--- config.mk ---
export PLATFORM = sky130hd
export DESIGN_NAME = uart_tx
export DESIGN_NICKNAME = d
export VERILOG_FILES = /design/src/rtl/uart_pkg.sv /design/src/rtl/uart_baud_gen.sv /design/src/rtl/uart_tx.sv
export SDC_FILE = /design/constraint.sdc
export NUM_CORES = 1
export LEC_CHECK = 0
export CAP_MARGIN = 20
export CORE_AREA = 3 3 69 71
export CTS_CLUSTER_SIZE = 30
export DETAILED_ROUTE_END_ITERATION = 8
export DIE_AREA = 0 0 72 74
export PLACE_DENSITY = 0.75
export SLEW_MARGIN = 0
export SYNTH_ARGS = -nofsm -noshare
export SYNTH_HDL_FRONTEND = slang
export SYNTH_SLANG_ARGS = --single-unit
--- constraint.sdc ---
create_clock -name CLK -period 2.32 [get_ports CLK]
set_input_delay 0.464 -clock CLK [delete_from_list [all_inputs] [get_ports CLK]]
set_output_delay 0.464 -clock CLK [all_outputs]
set_load 0.05 [all_outputs]
--- src/rtl/uart_pkg.sv ---
// Shared types and constants for the 8N1 UART transmitter.
package uart_pkg;

  typedef enum logic [1:0] {
    IDLE  = 2'd0,
    START = 2'd1,
    DATA  = 2'd2,
    STOP  = 2'd3
  } uart_state_e;

  localparam int unsigned FRAME_BITS       = 10;
  localparam int unsigned CLKS_PER_BIT_DEF = 16;

endpackage

--- src/rtl/uart_baud_gen.sv ---
// Baud timer: reloadable down-counter that pulses bit_tick for one cycle per bit period.
module uart_baud_gen #(
  parameter int unsigned CLKS_PER_BIT = uart_pkg::CLKS_PER_BIT_DEF
) (
  input  logic CLK,
  input  logic reset,
  input  logic clear,
  input  logic en,
  output logic bit_tick
);

  localparam logic [15:0] RELOAD = 16'(CLKS_PER_BIT - 1);

  logic [15:0] cnt;

  assign bit_tick = en && (cnt == 16'd0);

  // clear preloads a full period so the first tick lands exactly one bit after frame start
  always_ff @(posedge CLK or negedge reset) begin
    if (!reset) begin
      cnt <= 16'd0;
    end else if (clear) begin
      cnt <= RELOAD;
    end else if (en) begin
      if (cnt == 16'd0) cnt <= RELOAD;
      else              cnt <= cnt - 16'd1;
    end
  end

endmodule

--- src/rtl/uart_tx.sv ---
// 8N1 serial transmitter with a two-step host interface: load a byte, then command the send.
//   state | meaning
//   IDLE  | line high; accepts loads, starts a frame when a loaded byte is commanded
//   START | start bit (low) for one bit period
//   DATA  | payload bits, LSB first, one bit period each
//   STOP  | stop bit (high) for one bit period; busy drops when it ends
module uart_tx
  import uart_pkg::*;
#(
  parameter int unsigned CLKS_PER_BIT = CLKS_PER_BIT_DEF,
  parameter int unsigned DATA_BITS    = 8
) (
  input  logic                 CLK,
  input  logic                 reset,
  input  logic [DATA_BITS-1:0] IN_Data,
  input  logic                 byte_ready,
  input  logic                 tx_byte,
  output logic                 Tx,
  output logic                 tx_busy
);

  localparam int unsigned IDX_W = $clog2(DATA_BITS);
  localparam logic [IDX_W-1:0] LAST_IDX = IDX_W'(DATA_BITS - 1);

  uart_state_e          state, state_nxt;
  logic [DATA_BITS-1:0] hold, hold_nxt;
  logic [DATA_BITS-1:0] shift, shift_nxt;
  logic [IDX_W-1:0]     bit_idx, bit_idx_nxt;
  logic                 loaded, loaded_nxt;
  logic                 tx_nxt, busy_nxt;
  logic                 baud_clr, bit_tick;

  uart_baud_gen #(.CLKS_PER_BIT(CLKS_PER_BIT)) u_baud (
    .CLK      (CLK),
    .reset    (reset),
    .clear    (baud_clr),
    .en       (state != IDLE),
    .bit_tick (bit_tick)
  );

  always_ff @(posedge CLK or negedge reset) begin
    if (!reset) begin
      state   <= IDLE;
      hold    <= '0;
      shift   <= '0;
      bit_idx <= '0;
      loaded  <= 1'b0;
      Tx      <= 1'b1;
      tx_busy <= 1'b0;
    end else begin
      state   <= state_nxt;
      hold    <= hold_nxt;
      shift   <= shift_nxt;
      bit_idx <= bit_idx_nxt;
      loaded  <= loaded_nxt;
      Tx      <= tx_nxt;
      tx_busy <= busy_nxt;
    end
  end

  always_comb begin
    state_nxt   = state;
    hold_nxt    = hold;
    shift_nxt   = shift;
    bit_idx_nxt = bit_idx;
    loaded_nxt  = loaded;
    tx_nxt      = Tx;
    busy_nxt    = tx_busy;
    baud_clr    = 1'b0;

    case (state)
      IDLE: begin
        tx_nxt   = 1'b1;
        busy_nxt = 1'b0;
        if (byte_ready) begin
          hold_nxt   = IN_Data;
          loaded_nxt = 1'b1;
        end
        // the send consumes the load, so a held tx_byte cannot retransmit
        if (loaded && tx_byte) begin
          state_nxt  = START;
          shift_nxt  = hold;
          loaded_nxt = 1'b0;
          tx_nxt     = 1'b0;
          busy_nxt   = 1'b1;
          baud_clr   = 1'b1;
        end
      end
      START: begin
        if (bit_tick) begin
          state_nxt   = DATA;
          bit_idx_nxt = '0;
          tx_nxt      = shift[0];
        end
      end
      DATA: begin
        if (bit_tick) begin
          if (bit_idx == LAST_IDX) begin
            state_nxt = STOP;
            tx_nxt    = 1'b1;
          end else begin
            shift_nxt   = shift >> 1;
            tx_nxt      = shift[1];
            bit_idx_nxt = bit_idx + IDX_W'(1);
          end
        end
      end
      STOP: begin
        if (bit_tick) begin
          state_nxt = IDLE;
          busy_nxt  = 1'b0;
        end
      end
      default: state_nxt = IDLE;
    endcase
  end

endmodule

# [Word level (Yosys, flattened, before mapping)]
# Index checks and enable logic that the tools add are counted.
[op_classes] eq_ne=10 add_sub_neg=2 n_reduce_logical=18 n_mux=28
[op_table] cell="two-way mux 16 bit" count=3
[op_table] cell="two-way mux 8 bit" count=3
[op_table] cell="zero test 16 bit" count=1
[op_table] cell="case mux 8 bit (2 select lines)" count=1
[op_table] cell="subtractor 16 x 1 -> 16 bit (second input constant)" count=1
[op_table] cell="!= test 2 bit (second input constant)" count=6
[op_table] cell="nonzero test 2 bit" count=6
[op_table] cell="two-way mux 2 bit" count=5
[op_table] cell="two-way mux 1 bit" count=9
[op_table] cell="two-way mux 3 bit" count=3
[op_table] cell="case mux 2 bit (4 select lines)" count=1
[op_table] cell="AND reduction 4 bit" count=2
[op_table] cell="case mux 3 bit (2 select lines)" count=1
[op_table] cell="AND reduction 2 bit" count=3
[op_table] cell="AND reduction 5 bit" count=1
[op_table] cell="== test 2 bit (second input constant)" count=2
[op_table] cell="adder 3 x 1 -> 3 bit (second input constant)" count=1
[op_table] cell="== test 3 bit (second input constant)" count=1
[op_table] cell="case mux 1 bit (3 select lines)" count=1
[op_table] cell="AND reduction 3 bit" count=1
[op_table] cell="nonzero test 3 bit" count=1
[op_table] cell="== test 2 x 1 -> 1 bit (second input constant)" count=1
[op_table] cell="logical AND 1 bit" count=2
[op_table] cell="zero test 2 bit" count=1
[op_table] cell="case mux 1 bit (2 select lines)" count=1
[totals] word_cells=66 reg_bits=40 output_inout_bits=2

# [Logic depth before layout (Yosys ltp)]
# Gate-level depths: netlist of the first run.
[logic_depth] word_depth=4 depth_mapped=9

# [Hierarchy]
# A second synthesis of the first run with hierarchy kept.
[hier_totals] hier_cells=186 area_unflattened_um2=2128.3
[modules_own_cells] mod="uart_tx" cells_per_inst=94 instances=1 area_each_um2=1260.0
[modules_own_cells] mod="uart_baud_gen" cells_per_inst=92 instances=1 area_each_um2=868.3

# [Least setup slack after synthesis of the first run]
# Ideal clock, no wire load.
[synth_path] path_kind="register -> register" start="register u_baud.cnt[0]" end="register shift[0]" setup_slack_ns=0.295 t_required_ns=2.197 t_arrival_ns=1.902 setup_time_ns=0.123 stages_incl_launch_ff=8 path_cell_list="dfrtp_1 -> inv_1 -> ha_1 -> nor3b_4 -> nand4_2 -> or4_4 -> buf_6 -> o221a_1"
[synth_via] elab_chain_len=4
[synth_lines] item="start, declared" line_no="uart_baud_gen.sv:14" rtl="logic [15:0] cnt;"
[synth_lines] item="start signal, assigned" line_no="uart_baud_gen.sv:26" rtl="else cnt <= cnt - 16'd1;"
[synth_lines] item="zero test 16 bit" line_no="uart_baud_gen.sv:16" rtl="assign bit_tick = en && (cnt == 16'd0);"
[synth_lines] item="logical AND 1 bit" line_no="uart_baud_gen.sv:16"
[synth_lines] item="!= test 2 bit (no line)"
[synth_lines] item="AND reduction 4 bit (no line)"
[synth_lines] item="end signal, assigned" line_no="uart_tx.sv:53" rtl="shift <= shift_nxt;"
[synth_lines] item="end, declared" line_no="uart_tx.sv:27" rtl="logic [DATA_BITS-1:0] shift, shift_nxt;"
# No other way between the ends.
# A chain may end at the register's enable or synchronous reset.

# [Final worst setup path of the first run]
[layout_path] start="register u_baud.cnt[0]" end="register shift[5]"
# The elaborated chain is that of the path after synthesis.

==> results of run 1 <==
## worst max path at each step
stage                             start        to  slack [ns]  depth (start not counted)
after floorplan           u_baud.cnt[0]  shift[0]        0.29                          7
after global placement    u_baud.cnt[0]  shift[6]        0.24                          7
after detailed placement  u_baud.cnt[0]        Tx        0.17                          7
after CTS                 u_baud.cnt[0]        Tx        0.17                          7
after global routing      u_baud.cnt[0]  shift[5]       0.006                          7
final                     u_baud.cnt[0]  shift[5]        0.18                          7
## per-stage QoR
stage                     instance area, sq um  cells
after floorplan                           2090    197
after global placement                    2310    265
after detailed placement                  2310    265
after CTS                                 2430    273
after global routing                      2430    273
final                                     2430    273
## cells in the mapped netlist, types with 3 or more instances
cell and count:
nor2_1 12, a31oi_1 3, ha_1 7, nand3_1 3, o41ai_1 3, or2b_1 6
a21oi_1 8, o21ai_0 19, nand2b_1 3, o221a_1 7, nand2_1 22, dfrtp_1 39
mux2_2 10, nor3_1 6, inv_1 5, o31ai_1 4
## routing by layer
layer	part of all wire [%]	up-vias	GRT usage [%]
li1	-	783	-
met1	46	777	23.0
met2	48	27	27.1
met3	2.9	8	4.46
met4	2.5	0	8.98
met5	0	-	0
## layout by cell type (no fill, tap or decap), drive strengths merged, types with 2 or more instances in the layout
cell type / instances
o31ai: 4
o21ai: 19
ha: 7
o41ai: 3
buf: 9
o221a: 7
or2b: 6
a21oi: 8
nor2: 12
nor3: 8
or4: 4
a22o: 2
inv: 5
dfrtp: 39
nand2: 22
a211oi: 2
or3: 3
nor4: 4
a31oi: 3
clkdlybuf4s50: 12
nand3: 3
nand4: 3
nand2b: 4
mux2: 10
clkbuf: 7
o22ai: 2
## state kept, by name, summed over array words and instances, names as in the netlist
register / flops
Tx: 1
bit_idx: 3
hold: 8
loaded: 1
shift: 8
state: 2
tx_busy: 1
u_baud.cnt: 16
## power groups by stage
stage / logic, mW / registers (mW) / clock network [mW]
3_3_place_gp: 0.0334 / 0.710 / 0
6_report: 0.0329 / 0.697 / 0.618
2_1_floorplan: 0.000192 / 0.711 / 0
4_1_cts: 0.0342 / 0.697 / 0.635
3_5_place_dp: 0.0341 / 0.710 / 0
5_1_grt: 0.0370 / 0.697 / 0.660
## cell families after synthesis
family	share of synthesized area, %
compound gates	17.5
xor+xnor	0.837
fa+ha+maj	4.19
mux	5.38
buf+inv	2.57
flops	47.9
simple gates	21.6
## cell type report
class | instances | area [sq um]
Fill cell | 373 | 1860
Timing Repair Buffer | 21 | 185
Inverter | 5 | 18.8
Sequential cell | 40 | 1000
Clock buffer | 7 | 96.3
Tap cell | 52 | 65.1
Clock inverter | 1 | 30.0
Multi-Input combinational cell | 147 | 1040
## critical path: stages (launching register included)
cell and delay [ns]:
dfrtp_1 0.43, inv_1 0.08, ha_1 0.15, nor3b_4 0.28
nand4_2 0.20, or4_4 0.61, nand2b_4 0.14, o221a_1 0.19
==> flow_summary_export.csv, run 1 <==
group,metric,value,unit
outcome,status,"completed",
yosys,synthTopCellsByArea,"dfrtp_1 (47%), mux2_2 (5.4%), o21ai_0 (4.5%), ha_1 (4.2%), nand2_1 (3.9%)",
power,vdd_drop_max,334,uV
sta,finalClockSkew,0.00493,ns
yosys,syn_inst,197,
finish,area_delta_synth_final,16.3,%
finish,drive_gt1_share,19.5,%
detailed_routing,drt_first_pass_iters,4,
cts,clk_pin_slew_worst_paths,0.08,ns
detailed_routing,vias,1595,
yosys,yosysWarnings,0,
floorplan,core_region_area,4290,sq um
cts,cts.sinks,40,
sta,max_clock_freq,0.466,GHz
cts,cts_resized,0,
power,clockPowerShare,45.9,%
cts,cts_hold_buf,0,
power,power.leakage,1.03,nW
yosys,syn_area,2090,sq um
yosys,synth_top_cell_by_area,"dfrtp_1",
cts,post_cts_buffers,0,
hold_path,hold_class,"in -> async",
sta,drv_slew,0,
sta,finalHoldViolCount,0,
place,place_congestion,0.847,
worst_setup_path,critPathCaptureType,"register",
sta,setup-violations-final,0,
yosys,netlist-cell-type-count,46,
yosys,synth_edf_count,0,
floorplan,die-area,5330,sq um
yosys,synth_top_area_share,46.7,%
power,p_int,1.09,mW
sta,tns,0,ns
sta,fin_crit_sh,92.4,%
power,switching_share,19.0,%
cts,cts_buffers,5,
detailed_routing,viasPerCell,5.84,
global_routing,grt_max_degree,25,
detailed_routing,post_drt_wl_per_cell,15.5,um
worst_setup_path,required,2.55,ns
worst_setup_path,r2r_cells,7,
global_routing,overflow,0,
worst_setup_path,worstPathArrival,2.38,ns
yosys,synth-seq-area-share,47.9,%
yosys,avgSynthCellArea,10.6,sq um
worst_setup_path,r2r-end,"shift[5]",
floorplan,rows,24,
place,io_buffers,13,
floorplan,die_w,72,um
cts,tritoncts,"built",
yosys,ys.flop_type,"dfrtp_1",
job,cap_violations,0,
sta,period_needed,2.14,ns
finish,final_util,56.7,%
global_routing,track_usage,17.6,%
power,pwr-share-seq,51.7,%
power,powerDensity,554,nW/um^2
power,p_total,1.35,mW
floorplan,ios,14,
sta,rsz0062_at_grt,"no",
global_routing,grt_pass1_wl,7130,um
sta,worst_slack,0.176,ns
worst_setup_path,critical_path_class,"reg -> reg",
cts,clockBufferDepth,2,
cts,clock_latency,0.29,ns
yosys,synth_seq_cells,40,
yosys,synth_fp_nets,216,
cts,cts_max_level,2,
place,dpl.hpwl,3020,um
finish,n_antenna_cell,0,
cts,cts-root-buf,"clkbuf_8",
detailed_routing,drcViolationCount,0,
yosys,async_reset_ff_share,100,%
floorplan,die_y,74,um
detailed_routing,drt_iter0_drc,122,
sta,hold_ws,0.0909,ns
detailed_routing,antenna_left,0,
power,power.switching,256,uW
worst_setup_path,rrSetupSlack,0.18,ns
finish,layout.nets,239,
place,pre_cts_ws,0.171,ns
worst_setup_path,reg2reg_from,"u_baud.cnt[0]",
global_routing,grt_pass1_vias,1471,
power,combPwrFrac,2.4,%
detailed_routing,routed_wl,4220,um
sta,max_slew_margin,65.6,%
floorplan,initial_core_util,48.7,%
worst_setup_path,crit_fanout,9,
worst_setup_path,startpoint_type,"register",
global_routing,antenna_found_initial,0,
sta,worstMarginPinSlew,0.516,ns
(Power assumes the default switching activity.)
==> inputs of run 2 (changes only) <==
clock period = 2.1 ns   (was 2.32 ns; I/O delays follow)
==> run 2 against run 1 <==
Design area is 4.0% higher. Worst setup slack worse by 0.13 ns. Global-route usage up 0.73 points. Critical path type is now reg -> out.
==> flow_summary_export.csv, run 2 (synthesis gave the netlist of run 1 again) <==
group,metric,value,unit
power,power.leakage,1.11,nW
finish,multi_input_area,1070,sq um
sta,worst_slack,0.0491,ns
global_routing,grt_pass1_vias,1596,
sta,period_needed,2.05,ns
finish,layout_common_cells,"dfrtp_1 (39), nand2_1 (22), o21ai_0 (19), buf_4 (18)",
worst_setup_path,cp_cell_sequence,"clkdlybuf4s50_1",
worst_setup_path,critPathCaptureType,"output port",
place,placed_area,2370,sq um
sta,rsz0062_at_grt,"yes",
worst_setup_path,rrSetupSlack,0.08,ns
sta,finalClockSkew,0.00695,ns
place,dpl.hpwl,3180,um
finish,largest_register,"u_baud.cnt",
cts,cts_hold_buf,0,
sta,fin_crit_sh,97.7,%
global_routing,grt_pass1_wl,7510,um
worst_setup_path,cp_num_cells,1,
worst_setup_path,path_buf_inv,1,
detailed_routing,routed_wl,4430,um
floorplan,ios,14,
cts,cts.sinks,40,
global_routing,grt_max_degree,41,
power,powerDensity,566,nW/um^2
sta,worstMarginPinSlew,0.499,ns
worst_setup_path,required,1.68,ns
floorplan,core_region_area,4290,sq um
worst_setup_path,slowest_delay,0.79,ns
sta,max_clock_freq,0.488,GHz
finish,final_common_cell,"dfrtp_1",
cts,clk_pin_slew_worst_paths,0.08,ns
floorplan,die-area,5330,sq um
hold_path,hold_class,"in -> async",
place,pre_cts_ws,0.0623,ns
sta,max_slew_margin,66.7,%
power,vdd_drop_max,329,uV
sta,hold_ws,0.160,ns
detailed_routing,antenna_left,0,
cts,clockBufferDepth,2,
power,power.switching,293,uW
outcome,status,"completed",
sta,setup-violations-final,0,
detailed_routing,drcViolationCount,0,
sta,drv_slew,0,
detailed_routing,drt_iter0_drc,111,
worst_setup_path,r2r_cells,5,
finish,layout.nets,249,
cts,cts_max_level,2,
place,place_congestion,0.841,
power,switching_share,20.5,%
power,pwr-share-seq,53.7,%
power,combPwrFrac,2.5,%
global_routing,overflow,0,
floorplan,rows,24,
place,place_inst,274,
global_routing,track_usage,18.3,%
detailed_routing,vias,1639,
cts,clock_latency,0.30,ns
worst_setup_path,startpoint_type,"register",
floorplan,initial_core_util,48.7,%
cts,cts-root-buf,"clkbuf_8",
global_routing,antenna_found_initial,0,
finish,n_antenna_cell,0,
finish,largest_reg_flops,16,
worst_setup_path,worstPathArrival,1.63,ns
place,io_buffers,13,
power,p_int,1.14,mW
cts,cts_buffers,5,
sta,tns,0,ns
worst_setup_path,crit_fanout,2,
sta,finalHoldViolCount,0,
finish,stdcell_count,283,
worst_setup_path,critical_path_class,"reg -> out",
finish,final_util,58.9,%
detailed_routing,viasPerCell,5.79,
job,cap_violations,0,
power,clockPowerShare,43.8,%
floorplan,die_y,74,um
worst_setup_path,critPathTopFamily,"buffers and inverters",
worst_setup_path,cp_slowest_cell,"clkdlybuf4s50_1",
cts,tritoncts,"built",
finish,seq_area,1000,sq um
finish,n_fill_cell,364,
finish,drive_gt1_share,24.2,%
finish,area_delta_synth_final,20.9,%
finish,stdcell_area,2530,sq um
finish,reg.largest.list,"u_baud.cnt (16), hold (8), shift (8)",
detailed_routing,post_drt_wl_per_cell,15.6,um
power,p_total,1.43,mW
floorplan,die_w,72,um
detailed_routing,drt_first_pass_iters,4,
==> run 2: worst paths after layout <==
kind / start / to
setup / recovery: Tx / Tx
min in group CLK: hold[7] / shift[7]
hold / removal: reset / bit_idx[0]
max in group asynchronous: reset / u_baud.cnt[10]
setup reg to reg: u_baud.cnt[4] / u_baud.cnt[13]
hold reg to reg: hold[7] / shift[7]
==> run 2: power by group through the flow <==
| stage | Clock, mW | Combinational, mW | Sequential (mW) |
|---|---|---|---|
| floorplan | 0 | 0.000212 | 0.785 |
| global placement | 0 | 0.0368 | 0.785 |
| detailed placement | 0 | 0.0371 | 0.785 |
| CTS | 0.637 | 0.0372 | 0.769 |
| global route | 0.671 | 0.0400 | 0.770 |
| finish | 0.627 | 0.0356 | 0.770 |
==> run 2: cell type report <==
type,count,area share [%]
clock buffer,5,2.72
clock inverter,3,1.68
inverter,5,0.742
multi-input combinational,147,42.4
sequential,40,39.6
tap,52,2.57
timing repair buffer,31,10.3
==> run 2: per-layer routing <==
| metal | vias to the layer above | routed length (um) | track usage (%) |
|---|---|---|---|
| li1 | 797 | - | - |
| met1 | 811 | 2000 | 23.0 |
| met3 | 7 | 128 | 4.73 |
| met4 | 0 | 61 | 7.31 |
| met5 | - | 0 | 0 |
| met2 | 24 | 2240 | 30.3 |
==> run 2: what timing repair did <==
item	4_1_cts	5_1_grt
gates resized for setup	0	7
buffers inserted	0	1
endpoints found under the setup margin	0	14
==> inputs of run 3 (changes only) <==
CAP_MARGIN = 15   (was 20)
clock period = 2.4 ns   (was 2.1 ns; I/O delays follow)
==> run 3 against run 2 <==
Combinational power decreased by 15%. Design area decreased by 4.6%. Wire length decreased by 4.1%. Critical endpoint is now Tx.
==> flow_summary_export.csv, run 3 (synthesis gave the netlist of run 1 again) <==
group,metric,value,unit
worst_setup_path,r2r-end,"Tx",
cts,tritoncts,"built",
cts,cts_buffers,5,
detailed_routing,viasPerCell,5.75,
floorplan,die-area,5330,sq um
worst_setup_path,rrSetupSlack,0.26,ns
floorplan,ios,14,
finish,seq_area,1000,sq um
sta,max_clock_freq,0.467,GHz
power,power.leakage,1.02,nW
hold_path,hold_class,"in -> async",
power,power.switching,269,uW
finish,layout.nets,240,
sta,rsz0062_at_grt,"no",
finish,area_delta_synth_final,15.3,%
finish,reg.largest.list,"u_baud.cnt (16), hold (8), shift (8)",
detailed_routing,antenna_left,0,
floorplan,die_y,74,um
job,cap_violations,0,
finish,stdcell_count,274,
worst_setup_path,critical_path_class,"reg -> reg",
global_routing,grt_max_degree,41,
global_routing,overflow,0,
global_routing,grt_pass1_vias,1468,
detailed_routing,drt_iter0_drc,110,
place,pre_cts_ws,0.261,ns
worst_setup_path,startpoint_type,"register",
finish,n_antenna_cell,0,
worst_setup_path,required,2.63,ns
sta,fin_crit_sh,89.3,%
place,dpl.hpwl,3070,um
power,p_int,921,uW
worst_setup_path,critPathCaptureType,"register",
cts,cts_max_level,2,
cts,cts_hold_buf,0,
finish,largest_reg_flops,16,
floorplan,core_region_area,4290,sq um
power,pwr-share-seq,56.6,%
sta,worstMarginPinSlew,0.888,ns
detailed_routing,routed_wl,4250,um
place,place_congestion,0.815,
floorplan,rows,24,
outcome,status,"completed",
global_routing,track_usage,17.3,%
finish,multi_input_area,1040,sq um
sta,max_slew_margin,40.8,%
detailed_routing,vias,1576,
power,p_total,1.19,mW
sta,finalHoldViolCount,0,
worst_setup_path,worstPathArrival,2.38,ns
worst_setup_path,r2r_cells,7,
cts,cts-root-buf,"clkbuf_8",
sta,drv_slew,0,
power,vdd_drop_max,306,uV
cts,cts.sinks,40,
sta,period_needed,2.14,ns
power,combPwrFrac,2.5,%
power,switching_share,22.6,%
place,place_inst,266,
sta,finalClockSkew,0.00852,ns
power,clockPowerShare,40.9,%
floorplan,die_w,72,um
sta,setup-violations-final,0,
detailed_routing,drt_first_pass_iters,4,
floorplan,initial_core_util,48.7,%
sta,tns,0,ns
finish,drive_gt1_share,19.8,%
place,io_buffers,13,
detailed_routing,drcViolationCount,0,
cts,clock_latency,0.30,ns
finish,layout_common_cells,"dfrtp_1 (39), nand2_1 (22), o21ai_0 (19), nor2_1 (12), clkdlybuf4s50_1 (12)",
global_routing,grt_pass1_wl,7130,um
cts,clockBufferDepth,2,
finish,n_fill_cell,377,
finish,final_common_cell,"dfrtp_1",
cts,cts_resized,0,
worst_setup_path,reg2reg_from,"u_baud.cnt[0]",
worst_setup_path,crit_fanout,6,
power,powerDensity,494,nW/um^2
cts,clk_pin_slew_worst_paths,0.09,ns
detailed_routing,post_drt_wl_per_cell,15.5,um
cts,post_cts_buffers,0,
sta,worst_slack,0.257,ns
finish,largest_register,"u_baud.cnt",
global_routing,antenna_found_initial,0,
-- run 3: area by class of cell --
class / count / share of cell area (%)
multi-input combinational: 147 / 42.9
sequential: 40 / 41.5
timing repair buffer: 22 / 7.99
clock buffer: 6 / 3.42
tap: 52 / 2.70
inverter: 5 / 0.778
clock inverter: 2 / 0.622
-- run 3: critical path, cell delays in order (launching register included) --
cell     delay, ns
dfrtp_1       0.43
inv_1         0.08
ha_1          0.16
nor3b_4       0.28
and4_2        0.32
nand3_1       0.21
o21ai_0       0.25
mux2_2        0.35
-- run 3: worst max path at each step --
stage                        from  endpoint  slack (ns)  depth (start not counted)
CTS                 u_baud.cnt[0]        Tx        0.26                          7
floorplan           u_baud.cnt[0]  shift[0]        0.37                          7
finish              u_baud.cnt[0]        Tx        0.26                          7
global placement    u_baud.cnt[0]        Tx        0.33                          7
detailed placement  u_baud.cnt[0]        Tx        0.26                          7
global route        u_baud.cnt[0]        Tx        0.12                          7
-- run 3: stage by stage --
step | instance area [sq um] | hold slack, ns | util (%)
2_1_floorplan | 2090 | 0.184 | -
3_3_place_gp | 2310 | 0.462 | 53.9
3_5_place_dp | 2310 | 0.470 | 53.9
4_1_cts | 2410 | 0.330 | 56.2
5_1_grt | 2410 | 0.359 | 56.2
6_report | 2410 | 0.300 | 56.2
-- run 3: per-layer routing --
layer  global-route usage, %  vias up  routed length, um
li1                        -      787                  -
met1                    23.0      762               2060
met2                    28.1       21               2000
met3                    4.05        6                128
met4                    5.64        0                 55
met5                       0        -                  0
-- run 3: power by group through the flow --
stage / Clock (mW) / Sequential (mW) / Combinational (mW)
after global routing: 0.523 / 0.673 / 0.0344
after floorplan: 0 / 0.687 / 0.000186
final: 0.487 / 0.673 / 0.0303
after global placement: 0 / 0.687 / 0.0313
after detailed placement: 0 / 0.687 / 0.0317
after CTS: 0.491 / 0.673 / 0.0317
